[config.mk]
export PLATFORM = sky130hd
export DESIGN_NAME = jb_prach_cp_strip_wr_flat
export DESIGN_NICKNAME = d
export VERILOG_FILES = /design/src/rtl/jb_prach_pkg.sv /design/src/rtl/jb_axi4_stream_if.sv /design/src/rtl/jb_prach_wr_addr_gen.sv /design/src/rtl/jb_prach_cp_strip_wr.sv /design/src/flat_wrapper.sv
export SDC_FILE = /design/constraint.sdc
export NUM_CORES = 1
export LEC_CHECK = 0
export ABC_AREA = 1
export ABC_CLOCK_PERIOD_IN_PS = 4200
export CAP_MARGIN = 20
export CORE_ASPECT_RATIO = 0.9
export CORE_MARGIN = 5
export CORE_UTILIZATION = 52
export CTS_BUF_LIST = sky130_fd_sc_hd__clkbuf_4
export CTS_CLUSTER_DIAMETER = 40
export CTS_CLUSTER_SIZE = 12
export DETAILED_ROUTE_END_ITERATION = 12
export HOLD_SLACK_MARGIN = 0.15
export PLACE_DENSITY = 0.81
export SETUP_SLACK_MARGIN = 0.02
export SLEW_MARGIN = 25
export SYNTH_ARGS = -nofsm -noshare
export SYNTH_HDL_FRONTEND = slang
export SYNTH_SLANG_ARGS = --single-unit
[constraint.sdc]
create_clock -name clk -period 4.2 [get_ports clk]
set_clock_uncertainty 0.05 [all_clocks]
set_input_delay 0.42 -clock clk [delete_from_list [all_inputs] [get_ports clk]]
set_output_delay 0.42 -clock clk [all_outputs]
set_load 0.03 [all_outputs]
[src/rtl/jb_prach_pkg.sv]
// jb_prach_pkg: FSM states, write-address layout and address-width helper
// shared by the PRACH CP-strip write path.
package jb_prach_pkg;
    typedef enum logic [1:0] {IDLE, OFFSET, CP, DATA} prach_state_e;
    localparam int DEF_USR_ID_BW = 2;
    localparam int DEF_SYM_BW = 2;
    localparam int DEF_FFT_LOG2 = 11;
    // layout of the RAM address at the default widths; MSB selects the ping-pong bank
    typedef struct packed {
        logic bank;
        logic [DEF_USR_ID_BW-1:0] ant;
        logic [DEF_SYM_BW-1:0] sym;
        logic [DEF_FFT_LOG2-1:0] idx;
    } wr_addr_t;
    function automatic int wr_addr_w(input int usr_id_bw, input int sym_bw, input int fft_log2);
        return 1 + usr_id_bw + sym_bw + fft_log2;
    endfunction
endpackage

[src/rtl/jb_axi4_stream_if.sv]
// jb_axi4_stream_if: minimal AXI4-Stream beat bus (tvalid/tready/tdata/tuser).
interface jb_axi4_stream_if #(
    parameter int DATA_W = 32,
    parameter int USER_W = 2
);
    logic tvalid;
    logic tready;
    logic [DATA_W-1:0] tdata;
    logic [USER_W-1:0] tuser;
    modport master(output tvalid, tdata, tuser, input tready);
    modport slave(input tvalid, tdata, tuser, output tready);
endinterface

[src/rtl/jb_prach_wr_addr_gen.sv]
// jb_prach_wr_addr_gen: idx/sym window counters and {bank, ant, sym, idx} address packing.
module jb_prach_wr_addr_gen
    import jb_prach_pkg::*;
#(
    parameter int USR_ID_BW = 2,
    parameter int SYM_BW = 2,
    parameter int FFT_LOG2 = 11
) (
    input  logic clk,
    input  logic reset,
    input  logic clr,
    input  logic adv,
    input  logic bank,
    input  logic [USR_ID_BW-1:0] ant,
    input  logic [SYM_BW:0] num_sym,
    output logic [wr_addr_w(USR_ID_BW, SYM_BW, FFT_LOG2)-1:0] addr,
    output logic last
);
    logic [FFT_LOG2-1:0] idx_q, idx_c;
    logic [SYM_BW-1:0] sym_q, sym_c;

    // a marker restarts the window so the marker beat itself lands on idx 0
    assign idx_c = clr ? '0 : idx_q;
    assign sym_c = clr ? '0 : sym_q;
    assign last = &idx_c && ({1'b0, sym_c} + (SYM_BW+1)'(1) == num_sym);
    assign addr = {bank, ant, sym_c, idx_c};

    always_ff @(posedge clk or posedge reset) begin
        if (reset) begin
            idx_q <= '0;
            sym_q <= '0;
        end else if (adv) begin
            idx_q <= idx_c + FFT_LOG2'(1);
            sym_q <= sym_c + SYM_BW'(&idx_c);
        end else if (clr) begin
            idx_q <= '0;
            sym_q <= '0;
        end
    end
endmodule

[src/rtl/jb_prach_cp_strip_wr.sv]
// jb_prach_cp_strip_wr: PRACH offset/CP removal and ping-pong FFT-buffer writer.
// Optional saturating frame/error statistics under JB_PRACH_WR_STATS_EN.
module jb_prach_cp_strip_wr
    import jb_prach_pkg::*;
#(
    parameter int USR_ID_BW = 2,
    parameter int NUM_ANT = 4,
    parameter int PRECISION = 16,
    parameter int FFT_LOG2 = 11,
    parameter int SYM_BW = 2
) (
    input  logic clk,
    input  logic reset,
    input  logic clk_en,
    input  logic sub_frame_mrkr,
    input  logic [15:0] cfg_offset,
    input  logic [15:0] cfg_cp_len,
    input  logic [SYM_BW:0] cfg_num_sym,
    jb_axi4_stream_if.slave IFP_in,
    output logic mem_wr_en,
    output logic [wr_addr_w(USR_ID_BW, SYM_BW, FFT_LOG2)-1:0] mem_wr_addr,
    output logic [2*PRECISION-1:0] mem_wr_data,
    output logic cp_mrkr,
    output logic bank_done,
    output logic bank_done_id,
    output logic frame_err,
    output logic [15:0] stat_frames,
    output logic [15:0] stat_errs
);
    localparam int AW = wr_addr_w(USR_ID_BW, SYM_BW, FFT_LOG2);
    localparam logic [USR_ID_BW-1:0] ANT_LAST = USR_ID_BW'(NUM_ANT - 1);

    prach_state_e state_q, state_d, st_e;
    logic [15:0] cnt_q, cnt_d, cnt_e, off_q, cp_q, off_e, cp_e, lim;
    logic [SYM_BW:0] nsym_q, nsym_e;
    logic bank_q, mrk, beat, tick, wr, adv, done, err, last, at_lim;
    logic [AW-1:0] addr;

    assign IFP_in.tready = 1'b1;
    assign mrk = clk_en && sub_frame_mrkr;
    assign beat = clk_en && IFP_in.tvalid;
    assign tick = beat && IFP_in.tuser == ANT_LAST;
    // the marker cycle already runs on the new frame's config and phase
    assign off_e = mrk ? cfg_offset : off_q;
    assign cp_e = mrk ? cfg_cp_len : cp_q;
    assign nsym_e = !mrk ? nsym_q : cfg_num_sym == '0 ? (SYM_BW+1)'(1) : cfg_num_sym;
    assign cnt_e = mrk ? '0 : cnt_q;
    assign st_e = !mrk ? state_q : cfg_offset != '0 ? OFFSET : cfg_cp_len != '0 ? CP : DATA;
    assign lim = st_e == OFFSET ? off_e : cp_e;
    assign at_lim = cnt_e == lim - 16'd1;
    assign wr = beat && st_e == DATA && int'(IFP_in.tuser) < NUM_ANT;
    assign adv = tick && st_e == DATA;
    assign done = adv && last;
    assign err = mrk && state_q != IDLE;

    jb_prach_wr_addr_gen #(
        .USR_ID_BW(USR_ID_BW),
        .SYM_BW(SYM_BW),
        .FFT_LOG2(FFT_LOG2)
    ) u_addr_gen (
        .clk(clk),
        .reset(reset),
        .clr(mrk),
        .adv(adv),
        .bank(bank_q),
        .ant(IFP_in.tuser),
        .num_sym(nsym_e),
        .addr(addr),
        .last(last)
    );

    always_comb begin
        state_d = st_e;
        cnt_d = cnt_e;
        if (tick && (st_e == OFFSET || st_e == CP)) begin
            cnt_d = at_lim ? '0 : cnt_e + 16'd1;
            state_d = !at_lim ? st_e : (st_e == OFFSET && cp_e != '0) ? CP : DATA;
        end
        if (done) state_d = IDLE;
    end

    always_ff @(posedge clk or posedge reset) begin
        if (reset) begin
            state_q <= IDLE;
            cnt_q <= '0;
            off_q <= '0;
            cp_q <= '0;
            nsym_q <= '0;
            bank_q <= 1'b0;
        end else begin
            state_q <= state_d;
            cnt_q <= cnt_d;
            off_q <= off_e;
            cp_q <= cp_e;
            nsym_q <= nsym_e;
            bank_q <= bank_q ^ done;
        end
    end

    always_ff @(posedge clk or posedge reset) begin
        if (reset) begin
            mem_wr_en <= 1'b0;
            mem_wr_addr <= '0;
            mem_wr_data <= '0;
            cp_mrkr <= 1'b0;
            bank_done <= 1'b0;
            bank_done_id <= 1'b0;
            frame_err <= 1'b0;
        end else begin
            mem_wr_en <= wr;
            bank_done <= done;
            frame_err <= err;
            if (wr) mem_wr_addr <= addr;
            if (wr) mem_wr_data <= IFP_in.tdata;
            if (clk_en) cp_mrkr <= beat && st_e == CP;
            if (done) bank_done_id <= bank_q;
        end
    end

`ifdef JB_PRACH_WR_STATS_EN
    always_ff @(posedge clk or posedge reset) begin
        if (reset) begin
            stat_frames <= '0;
            stat_errs <= '0;
        end else begin
            if (done && ~&stat_frames) stat_frames <= stat_frames + 16'd1;
            if (err && ~&stat_errs) stat_errs <= stat_errs + 16'd1;
        end
    end
`else
    assign stat_frames = '0;
    assign stat_errs = '0;
`endif
endmodule

[src/flat_wrapper.sv]
// flat-port wrapper written by rule: the top's interface ports become plain ports
module jb_prach_cp_strip_wr_flat import jb_prach_pkg::*;
#(
    parameter int USR_ID_BW = 2,
    parameter int NUM_ANT = 4,
    parameter int PRECISION = 16,
    parameter int FFT_LOG2 = 11,
    parameter int SYM_BW = 2
)
  (clk, reset, clk_en, sub_frame_mrkr, cfg_offset, cfg_cp_len, cfg_num_sym, mem_wr_en, mem_wr_addr, mem_wr_data, cp_mrkr, bank_done, bank_done_id, frame_err, stat_frames, stat_errs, IFP_in_tvalid, IFP_in_tdata, IFP_in_tuser, IFP_in_tready);
  jb_axi4_stream_if #(.DATA_W((2 * (16))), .USER_W((2))) IFP_in_i ();
  input  logic clk;
  input  logic reset;
  input  logic clk_en;
  input  logic sub_frame_mrkr;
  input  logic [15:0] cfg_offset;
  input  logic [15:0] cfg_cp_len;
  input  logic [SYM_BW:0] cfg_num_sym;
  output logic mem_wr_en;
  output logic [wr_addr_w(USR_ID_BW, SYM_BW, FFT_LOG2)-1:0] mem_wr_addr;
  output logic [2*PRECISION-1:0] mem_wr_data;
  output logic cp_mrkr;
  output logic bank_done;
  output logic bank_done_id;
  output logic frame_err;
  output logic [15:0] stat_frames;
  output logic [15:0] stat_errs;
  input wire logic [$bits(IFP_in_i.tvalid)-1:0] IFP_in_tvalid;
  input wire logic [$bits(IFP_in_i.tdata)-1:0] IFP_in_tdata;
  input wire logic [$bits(IFP_in_i.tuser)-1:0] IFP_in_tuser;
  output wire logic [$bits(IFP_in_i.tready)-1:0] IFP_in_tready;
  assign IFP_in_i.tvalid = IFP_in_tvalid;
  assign IFP_in_i.tdata = IFP_in_tdata;
  assign IFP_in_i.tuser = IFP_in_tuser;
  assign IFP_in_tready = IFP_in_i.tready;
  jb_prach_cp_strip_wr #(.USR_ID_BW(USR_ID_BW), .NUM_ANT(NUM_ANT), .PRECISION(PRECISION), .FFT_LOG2(FFT_LOG2), .SYM_BW(SYM_BW)) u_core (.clk(clk), .reset(reset), .clk_en(clk_en), .sub_frame_mrkr(sub_frame_mrkr), .cfg_offset(cfg_offset), .cfg_cp_len(cfg_cp_len), .cfg_num_sym(cfg_num_sym), .IFP_in(IFP_in_i), .mem_wr_en(mem_wr_en), .mem_wr_addr(mem_wr_addr), .mem_wr_data(mem_wr_data), .cp_mrkr(cp_mrkr), .bank_done(bank_done), .bank_done_id(bank_done_id), .frame_err(frame_err), .stat_frames(stat_frames), .stat_errs(stat_errs));
endmodule
Word-level counts from Yosys, hierarchy flattened
Index checks and enable logic that the tools add are counted.

Input bits: 74. Logic and storage cells: 64. Register bits after elaboration: 120. Output and inout bits: 86.

Mux-type cells: 19. Bitwise gates (word level): 1. $add $sub $neg: 5. Equality and inequality tests: 6. Reductions and logical operators: 18.

Operators by type and width (number): two-way mux 16 bit (6); nonzero test 16 bit (3); two-way mux 11 bit (2); adder 16 x 1 -> 16 bit (second input constant) (1); equality test 16 bit (1); subtractor 16 x 1 -> 16 bit (second input constant) (1); two-way mux 2 bit (7); adder 11 x 1 -> 11 bit (second input constant) (1); logical AND 1 bit (11); AND reduction 11 bit (1); equality test 2 bit (second input constant) (3); two-way mux 3 bit (2); adder 2 x 1 -> 3 bit (second input constant) (1); equality test 3 bit (1); zero test 3 bit (1); adder 2 x 1 -> 2 bit (1); equality test 2 x 1 -> 1 bit (second input constant) (1); two-way mux 1 bit (2); nonzero test 2 bit (1); logical OR 1 bit (1); XOR 1 bit (1).

Longest topological paths before layout
Gate-level depths: netlist (run 1).

Word-level depth: 11. Depth in mapped cells: 27. Depth with buffers taken out: 24.

Cells and area by module
Synthesis (run 1) repeated with hierarchy kept, for this count alone.

Cell total of the unflattened synthesis: 925. Area, all modules: 6865.3 µm².

Modules (own cells, without submodules): jb_prach_cp_strip_wr (seq. area each 2677.6 µm², times used 1, area an instance 6032.0 µm², cells each 812); jb_prach_wr_addr_gen (seq. area each 325.3 µm², times used 1, area an instance 833.3 µm², cells each 113).

Least setup slack after synthesis (run 1)
Ideal clock, no wire load.

Path kind: input port to flip-flop. Start point: input sub_frame_mrkr. End point: register u_core.cnt_q[5]. Arrival: 3497 ps. Data required time: 4037 ps. Slack: 540 ps. Library setup time: 113 ps. Path buffers: 5. Stages: 26. Path through: buf_4 > nand2_4 > inv_1 > buf_2 > buf_1 > nor2_1 > a31oi_1 > ha_1 > clkbuf_1 > nand3_1 > nand2_2 > ha_1 > nand2_1 > nor2_4 > nand2_2 > nor2_1 > nand2_1 > nand2_1 > nand2_1 > inv_1 > nand2_1 > nor2_4 > nand3_4 > buf_6 > nand3_1 > inv_2.

Longest elaborated chain between the ends: 8. Elaborated cells on any way between the ends: 15. Those cells by class: add/sub (2); eq/ne (3); mux (7); reduce/logical (3).

Ends and longest elaborated chain: from (decl) (RTL line flat_wrapper.sv:15) `input logic sub_frame_mrkr;`; logical AND 1 bit * (RTL line jb_prach_cp_strip_wr.sv:40) `assign mrk = clk_en && sub_frame_mrkr;`; two-way mux 2 bit (RTL line jb_prach_cp_strip_wr.sv:48) `assign st_e = !mrk ? state_q : cfg_offset != '0 ? OFFSET : cfg_cp_len != '0 ? CP : DATA;`; equality test 2 x 1 -> 1 bit (RTL line jb_prach_cp_strip_wr.sv:49, jb_prach_cp_strip_wr.sv:75); two-way mux 16 bit (RTL line jb_prach_cp_strip_wr.sv:49) `assign lim = st_e == OFFSET ? off_e : cp_e;`; subtractor 16 x 1 -> 16 bit (RTL line jb_prach_cp_strip_wr.sv:50) `assign at_lim = cnt_e == lim - 16'd1;`; equality test 16 bit (RTL line jb_prach_cp_strip_wr.sv:50); two-way mux 16 bit (RTL line jb_prach_cp_strip_wr.sv:76) `cnt_d = at_lim ? '0 : cnt_e + 16'd1;`; two-way mux 16 bit * (RTL line jb_prach_cp_strip_wr.sv:75) `if (tick && (st_e == OFFSET || st_e == CP)) begin`; named net u_core.cnt_d[5] (RTL line jb_prach_cp_strip_wr.sv:34) `logic [15:0] cnt_q, cnt_d, cnt_e, off_q, cp_q, off_e, cp_e, lim;`; to (signal assigned) (RTL line jb_prach_cp_strip_wr.sv:92) `cnt_q <= cnt_d;`; to (decl) (RTL line jb_prach_cp_strip_wr.sv:34).

Mark *: on every way through the listed nets, which the timed path passes. The rest lies on a longest branch. A chain may end at the register's enable or synchronous reset.

Worst setup path in the final report (run 1)
Start point: input cfg_cp_len[15]. End point: register u_core.state_q[0].

Longest elaborated chain between the ends: 11. Elaborated cells on any way between the ends: 21. Those cells by class: add/sub (1); eq/ne (4); mux (9); reduce/logical (7).

Ends and longest elaborated chain: from (decl) (RTL line flat_wrapper.sv:17) `input logic [15:0] cfg_cp_len;`; nonzero test 16 bit (RTL line jb_prach_cp_strip_wr.sv:48); two-way mux 1 bit (RTL line jb_prach_cp_strip_wr.sv:48); two-way mux 2 bit (2 in series) (RTL line jb_prach_cp_strip_wr.sv:48); equality test 2 x 1 -> 1 bit (RTL line jb_prach_cp_strip_wr.sv:49, jb_prach_cp_strip_wr.sv:75, jb_prach_cp_strip_wr.sv:77); two-way mux 16 bit (RTL line jb_prach_cp_strip_wr.sv:49); subtractor 16 x 1 -> 16 bit (RTL line jb_prach_cp_strip_wr.sv:50); equality test 16 bit (RTL line jb_prach_cp_strip_wr.sv:50); two-way mux 2 bit (RTL line jb_prach_cp_strip_wr.sv:77) `state_d = !at_lim ? st_e : (st_e == OFFSET && cp_e != '0) ? CP : DATA;`; two-way mux 2 bit (RTL line jb_prach_cp_strip_wr.sv:75); two-way mux 2 bit * (RTL line jb_prach_cp_strip_wr.sv:79) `if (done) state_d = IDLE;`; named net u_core.state_d[0] (RTL line jb_prach_cp_strip_wr.sv:33) `prach_state_e state_q, state_d, st_e;`; to (signal assigned) (RTL line jb_prach_cp_strip_wr.sv:91) `state_q <= state_d;`; to (decl) (RTL line jb_prach_cp_strip_wr.sv:33).

Marked as above.

==> results of run 1 <==
[routing by layer]
metal	vias to the layer above	part of all wire	track usage
met5	-	0	0
met4	0	0.015	0.0519
met3	24	0.11	0.0921
met2	258	0.43	0.348
met1	2816	0.44	0.310
li1	2996	-	-
[flip-flops by register name, summed over array words and instances, names as in the netlist]
register	count
u_core.bank_q	1
u_core.u_addr_gen.sym_q	2
u_core.mem_wr_data	32
u_core.off_q	16
u_core.u_addr_gen.idx_q	11
u_core.state_q	2
u_core.cp_q	16
u_core.bank_done	1
u_core.mem_wr_en	1
u_core.cp_mrkr	1
u_core.frame_err	1
u_core.cnt_q	16
u_core.mem_wr_addr	16
u_core.nsym_q	3
u_core.bank_done_id	1
[layout by cell type, fill, tap and decap left out, drive strengths merged]
cell type / Yosys / final
nand2: 344 / 344
clkdlybuf4s50: 0 / 126
dfrtp: 120 / 120
nand3: 97 / 97
inv: 95 / 96
nor2: 45 / 45
o21ai: 36 / 36
conb: 2 / 33
clkbuf: 11 / 19
xor2: 18 / 18
nor3: 15 / 15
buf: 49 / 14
nor4: 12 / 12
nand4: 11 / 11
clkinv: 1 / 9
nand3b: 8 / 8
ha: 8 / 8
xnor2: 5 / 5
clkinvlp: 0 / 3
o21a: 2 / 2
a21oi: 2 / 2
and2: 1 / 1
a31oi: 1 / 1
o21bai: 1 / 1
o211ai: 1 / 1
or2: 1 / 1
a41oi: 1 / 1
or3: 1 / 1
a21o: 1 / 1
bufinv: 0 / 1
[how the worst max path moves through the flow]
| stage | startpoint | end | slack (ns) |
|---|---|---|---|
| floorplan | reset | u_core.bank_done$_DFF_PP0_ | 0.54 |
| global placement | cfg_offset[11] | u_core.state_q[0]$_DFF_PP0_ | 0.13 |
| detailed placement | cfg_offset[10] | u_core.state_q[0]$_DFF_PP0_ | 0.05 |
| CTS | cfg_offset[11] | u_core.state_q[0]$_DFF_PP0_ | 0.58 |
| global route | cfg_offset[11] | u_core.state_q[0]$_DFF_PP0_ | 0.23 |
| finish | cfg_cp_len[15] | u_core.state_q[0]$_DFF_PP0_ | 0.50 |
[report_power, final]
group	switching, W	internal, W	total [W]
logic	0.000446	0.000262	0.000709
registers	0.0000423	0.00125	0.00129
clock network	0.000442	0.000301	0.000743
[area by class of cell]
| type | instances | area, sq um | area share |
|---|---|---|---|
| inverter | 96 | 363 | 0.0438 |
| sequential | 120 | 3000 | 0.363 |
| clock inverter | 13 | 106 | 0.0129 |
| timing repair buffer | 140 | 1380 | 0.167 |
| clock buffer | 19 | 143 | 0.0172 |
| tap | 164 | 205 | 0.0248 |
| multi-input combinational | 644 | 3080 | 0.372 |
[metrics by stage]
step	power (W)	util	area [sq um]
after floorplan	0.00178	-	6850
after global placement	0.00200	0.633	8030
after CTS	0.00276	0.652	8280
final	0.00274	0.652	8280
after detailed placement	0.00201	0.633	8030
after global routing	0.00289	0.652	8280
[logic make-up (layout without fill, tap and decap cells)]
logic type,Yosys count,after routing
AOI/OAI and AO/OA,45,45
xor gates and xnor gates,23,23
adders and majority gates,8,8
buffers and inverters,156,268
DFF,120,120
other,2,33
and+or+nand+nor,535,535
[critical path: stages]
cell and delay (ns):
clkdlybuf4s50_1 0.53, nor4_1 0.34, nand4_1 0.22, a31oi_1 0.23
ha_1 0.26, buf_4 0.18, nand3_1 0.11, nand2_2 0.12
ha_1 0.21, nand3_1 0.23, o21ai_0 0.29, nand2_1 0.09
nand2_1 0.08, nand2_1 0.06, inv_1 0.05, nand2_1 0.07
nor2_4 0.15, nand3_4 0.19, nand2_1 0.12, inv_1 0.05
nor2_1 0.09
==> results.yml, run 1 <==
synth:
  yosys.area_share.simple: 0.356
  syn_inst: 889
  synth_ff_type: "dfrtp_1"
  yosysMostFrequentCell: "nand2_1"
  synth_compound_gate_area_share: 0.0366
  yosys-top-cells-area: "dfrtp_1, nand2_1, nand3_1"
  synth_top_family_by_area: "simple AND/OR/NAND/NOR gates"
  avgSynthCellArea_sq_um: 7.57
  synth_largest_area_cell: "dfrtp_1"
  synth_fa_ha_area_frac: 0.0149
  synth_common_cells: "nand2_1, dfrtp_1, nand3_1"
  synth-edff-count: 0
  ys_seq_area_frac: 0.446
  synth_warnings: 0
  synth_xor_area_frac: 0.0310
  synthMuxAreaShare: 0
  synth_area_sq_um: 6730
  async_flop_share: 1.00
  synthDistinctLibCells: 42
  synth_top_cell_area_share: 0.446
  yosys_register_bits: 120
die:
  die_y_microns: 118
  start_util: 0.530
  ioPinCount: 160
  core-area_sq_um: 12700
  rows: 39
  die_w_microns: 130
  die_area_sq_um: 15300
placement:
  preCtsSetupSlack_ns: 0.0517
  port_buffers: 126
  post-dp-hpwl_microns: 13000
  dpl.cell_count: 1164
  gp_congestion: 0.967
drt:
  first_pass_iters: 7
  vias: 6094
  drc: 0
  routed_wl_microns: 17300
  ant_nets: 0
  wl_per_cell_microns: 14.4
  via_per_inst: 5.10
  drtIter0Drc: 477
worst_setup_path:
  r2r_end: "u_core.state_q[0]$_DFF_PP0_"
  worstPathMaxFanout: 15
  reg2reg_from: "u_core.state_q[1]$_DFF_PP0_"
  cp.arrival_ns: 4.11
  r2r_cells: 19
  start_kind: "input port"
  rrSetupSlack_ns: 1.08
  end_kind: "flop"
  cp.required_ns: 4.61
  crit_type: "in -> reg"
clocking:
  cts_tree: "done"
  cts_hold_buf: 0
  clkTransAtPathRegs_ns: 0.11
  clkSinkCount: 120
  insertion_delay_ns: 0.52
  cts_buffers: 17
  post_cts_buffers: 0
  htree_num_levels: 4
  cts-root-buf: "clkbuf_4"
  ctsLongestPathBuffers: 2
  postCtsResizedCells: 0
timing:
  whs_ns: 0.359
  setup-tns-final_ns: 0
  post-route-period-util: 0.881
  timing.fmax_mhz: 270
  rsz0062_at_grt: "false"
  maxSlewHeadroom: 0.372
  period_minus_slack_ns: 3.70
  worst_slew_pin_slew_ns: 0.941
  layout_setup_ws_ns: 0.501
  final-setup-viol-count: 0
  finalHoldViolCount: 0
  maxSlewViolCount: 0
global_route:
  grt_usage: 0.230
  grt_max_degree: 70
  grt_antenna_before_repair: 0
  grt_overflow_total: 0
  grt_pass1_vias: 5956
  grt_first_pass_wirelength_microns: 28300
worst_hold_path:
  min_path_type: "in -> async"
final_layout:
  n_fill_cell: 1096
  fin_cells: 1196
  areaGrowthSynthToFinish_pct: 23.0
  drive_gt1_frac: 0.0891
  layout.nets: 1101
  diodes: 0
status:
  status: "finished, final reports clean"
power_and_ir_drop:
  leakage_nw: 4.36
  p_per_area_nw_per_um2: 331
  peakVddDrop_uv: 262
flow_run:
  drv_cap: 0
No activity file was read; power rests on OpenSTA's default activity.
==> run 2: changes to the inputs <==
- CORE_MARGIN: 5 -> unset
- CTS_CLUSTER_DIAMETER: 40 -> 30
==> run 2 against run 1 <==
Clock power increased by 28%. Sequential cell count unchanged. Final cell count increased by 0.75%. Setup slack got worse by 0.010 ns. Non-clock buffer count increased by 9. Combinational power increased by 2%. Sequential share of layout area decreased by 0.65 points. Hold slack got worse by 0.0060 ns. First-iteration DRC count decreased by 43%.
==> results.yml, run 2 (synthesis results as in run 1) <==
worst_setup_path:
  worstPathMaxFanout: 15
  cp.required_ns: 4.62
  rrSetupSlack_ns: 1.11
  end_kind: "flop"
  start_kind: "input port"
  r2r_cells: 21
  cp.arrival_ns: 4.13
  r2r_end: "u_core.state_q[0]$_DFF_PP0_"
  crit_type: "in -> reg"
  reg2reg_from: "u_core.state_q[0]$_DFF_PP0_"
worst_hold_path:
  holdPathEnd: "u_core.mem_wr_data[4]$_DFFE_PP0P_"
  min_path_type: "in -> reg"
  holdPathStages: 3
  worstHoldStart: "IFP_in_tdata[4]"
drt:
  drtIter0Drc: 273
  wl_per_cell_microns: 14.3
  vias: 6066
  first_pass_iters: 6
  drc: 0
  routed_wl_microns: 17200
  via_per_inst: 5.03
  ant_nets: 0
final_layout:
  layout_common_cells: "nand2_1, clkdlybuf4s50_1, dfrtp_1"
  areaGrowthSynthToFinish_pct: 25.2
  layout_commonest_cell: "nand2_1"
  largest_reg_flops: 32
  regMostFlops: "u_core.mem_wr_data"
  layout.nets: 1110
  n_fill_cell: 1052
  drive_gt1_frac: 0.0970
  diodes: 0
clocking:
  clkSinkCount: 120
  cts-root-buf: "clkbuf_4"
  htree_num_levels: 4
  post_cts_buffers: 0
  cts_hold_buf: 0
  postCtsResizedCells: 0
  ctsLongestPathBuffers: 2
  cts_buffers: 17
  clkTransAtPathRegs_ns: 0.12
  cts_tree: "done"
  insertion_delay_ns: 0.54
placement:
  port_buffers: 126
  post-dp-hpwl_microns: 12900
  gp_congestion: 0.901
  preCtsSetupSlack_ns: 0.0505
die:
  core-area_sq_um: 12600
  start_util: 0.533
  die_w_microns: 122
  rows: 39
  die_area_sq_um: 13400
  die_y_microns: 110
  ioPinCount: 160
timing:
  final-setup-viol-count: 0
  timing.fmax_mhz: 270
  worst_slew_pin_slew_ns: 0.919
  finalHoldViolCount: 0
  period_minus_slack_ns: 3.71
  maxSlewViolCount: 0
  rsz0062_at_grt: "false"
  whs_ns: 0.353
  post-route-period-util: 0.883
  setup-tns-final_ns: 0
  layout_setup_ws_ns: 0.490
  maxSlewHeadroom: 0.386
global_route:
  grt_usage: 0.277
  grt_util_met2: 0.462
  grt_util_met1: 0.348
  grt_antenna_before_repair: 0
  grt_max_degree: 70
  grt_first_pass_wirelength_microns: 28100
  use_met3: 0.0825
  grt_busiest_layer: "met2"
  grt_overflow_total: 0
  grt_pass1_vias: 5939
power_and_ir_drop:
  leakage_nw: 4.44
  p_per_area_nw_per_um2: 352
  peakVddDrop_uv: 256
status:
  status: "finished, final reports clean"
flow_run:
  drv_cap: 0
[run 2: cell count changes in the layout (fill, tap and decap cells not counted), sizes merged]
| cell | delta |
|---|---|
| buf | +9 |
| inv | +2 |
| clkinv | -1 |
| clkbuf | -1 |
| clkinvlp | -3 |
| bufinv | +3 |
[run 2: final cells by class]
cell class | instances | area (sq um) | share of cell area
multi-input combinational | 644 | 3080 | 0.365
sequential | 120 | 3000 | 0.356
timing repair buffer | 149 | 1450 | 0.172
inverter | 96 | 363 | 0.0431
tap | 164 | 205 | 0.0244
clock inverter | 14 | 198 | 0.0235
clock buffer | 18 | 135 | 0.0160
[run 2: how the worst max path moves through the flow]
stage / startpoint / end / depth (start not counted) / slack [ns]
floorplan: reset / u_core.bank_done$_DFF_PP0_ / 1 / 0.54
finish: cfg_offset[14] / u_core.state_q[0]$_DFF_PP0_ / 26 / 0.49
global route: cfg_offset[14] / u_core.state_q[0]$_DFF_PP0_ / 26 / 0.19
CTS: cfg_offset[14] / u_core.state_q[0]$_DFF_PP0_ / 24 / 0.58
global placement: cfg_offset[14] / u_core.state_q[0]$_DFF_PP0_ / 23 / 0.21
detailed placement: cfg_offset[14] / u_core.cnt_q[7]$_DFF_PP0_ / 23 / 0.05
[run 2: metal layers]
metal / part of all wire / vias to the layer above
met5: 0 / -
met1: 0.43 / 2790
li1: - / 3020
met4: 0.015 / 0
met2: 0.47 / 234
met3: 0.085 / 22
[run 2: stage by stage]
stage | utilization | area, sq um | power (W) | instances
2_1_floorplan | - | 6850 | 0.00178 | 920
6_report | 0.667 | 8430 | 0.00297 | 1205
4_1_cts | 0.667 | 8430 | 0.00298 | 1205
3_3_place_gp | 0.640 | 8090 | 0.00202 | 1173
3_5_place_dp | 0.640 | 8090 | 0.00203 | 1173
5_1_grt | 0.667 | 8430 | 0.00311 | 1205
[run 2: power by group]
part           switching, W  leakage [nW]  internal (W)
sequential        0.0000425          1.57       0.00125
clock              0.000464         0.177      0.000485
combinational      0.000451          2.69      0.000275
total              0.000958          4.44       0.00201
[run 2: worst max-delay path, stage by stage]
cell             delay [ns]
clkdlybuf4s50_1        0.44
nor4_1                 0.40
buf_4                  0.18
nand2_1                0.07
nor2_1                 0.17
nand2_1                0.07
o21a_1                 0.13
ha_1                   0.23
inv_1                  0.17
nand3_1                0.12
nand2_1                0.12
ha_1                   0.21
nand2_1                0.10
nor2_4                 0.17
nand2_2                0.10
nor2_1                 0.10
nand2_1                0.06
nand2_1                0.08
nand2_1                0.05
inv_1                  0.04
nand2_1                0.08
nor2_4                 0.15
nand3_4                0.20
nand2_1                0.11
inv_1                  0.04
nor2_1                 0.10
==> run 3: changes to the inputs <==
- SKIP_CTS_REPAIR_TIMING: unset -> 1
==> results of run 3 <==
The final DEF is identical to that of run 2; final timing and power are the same.
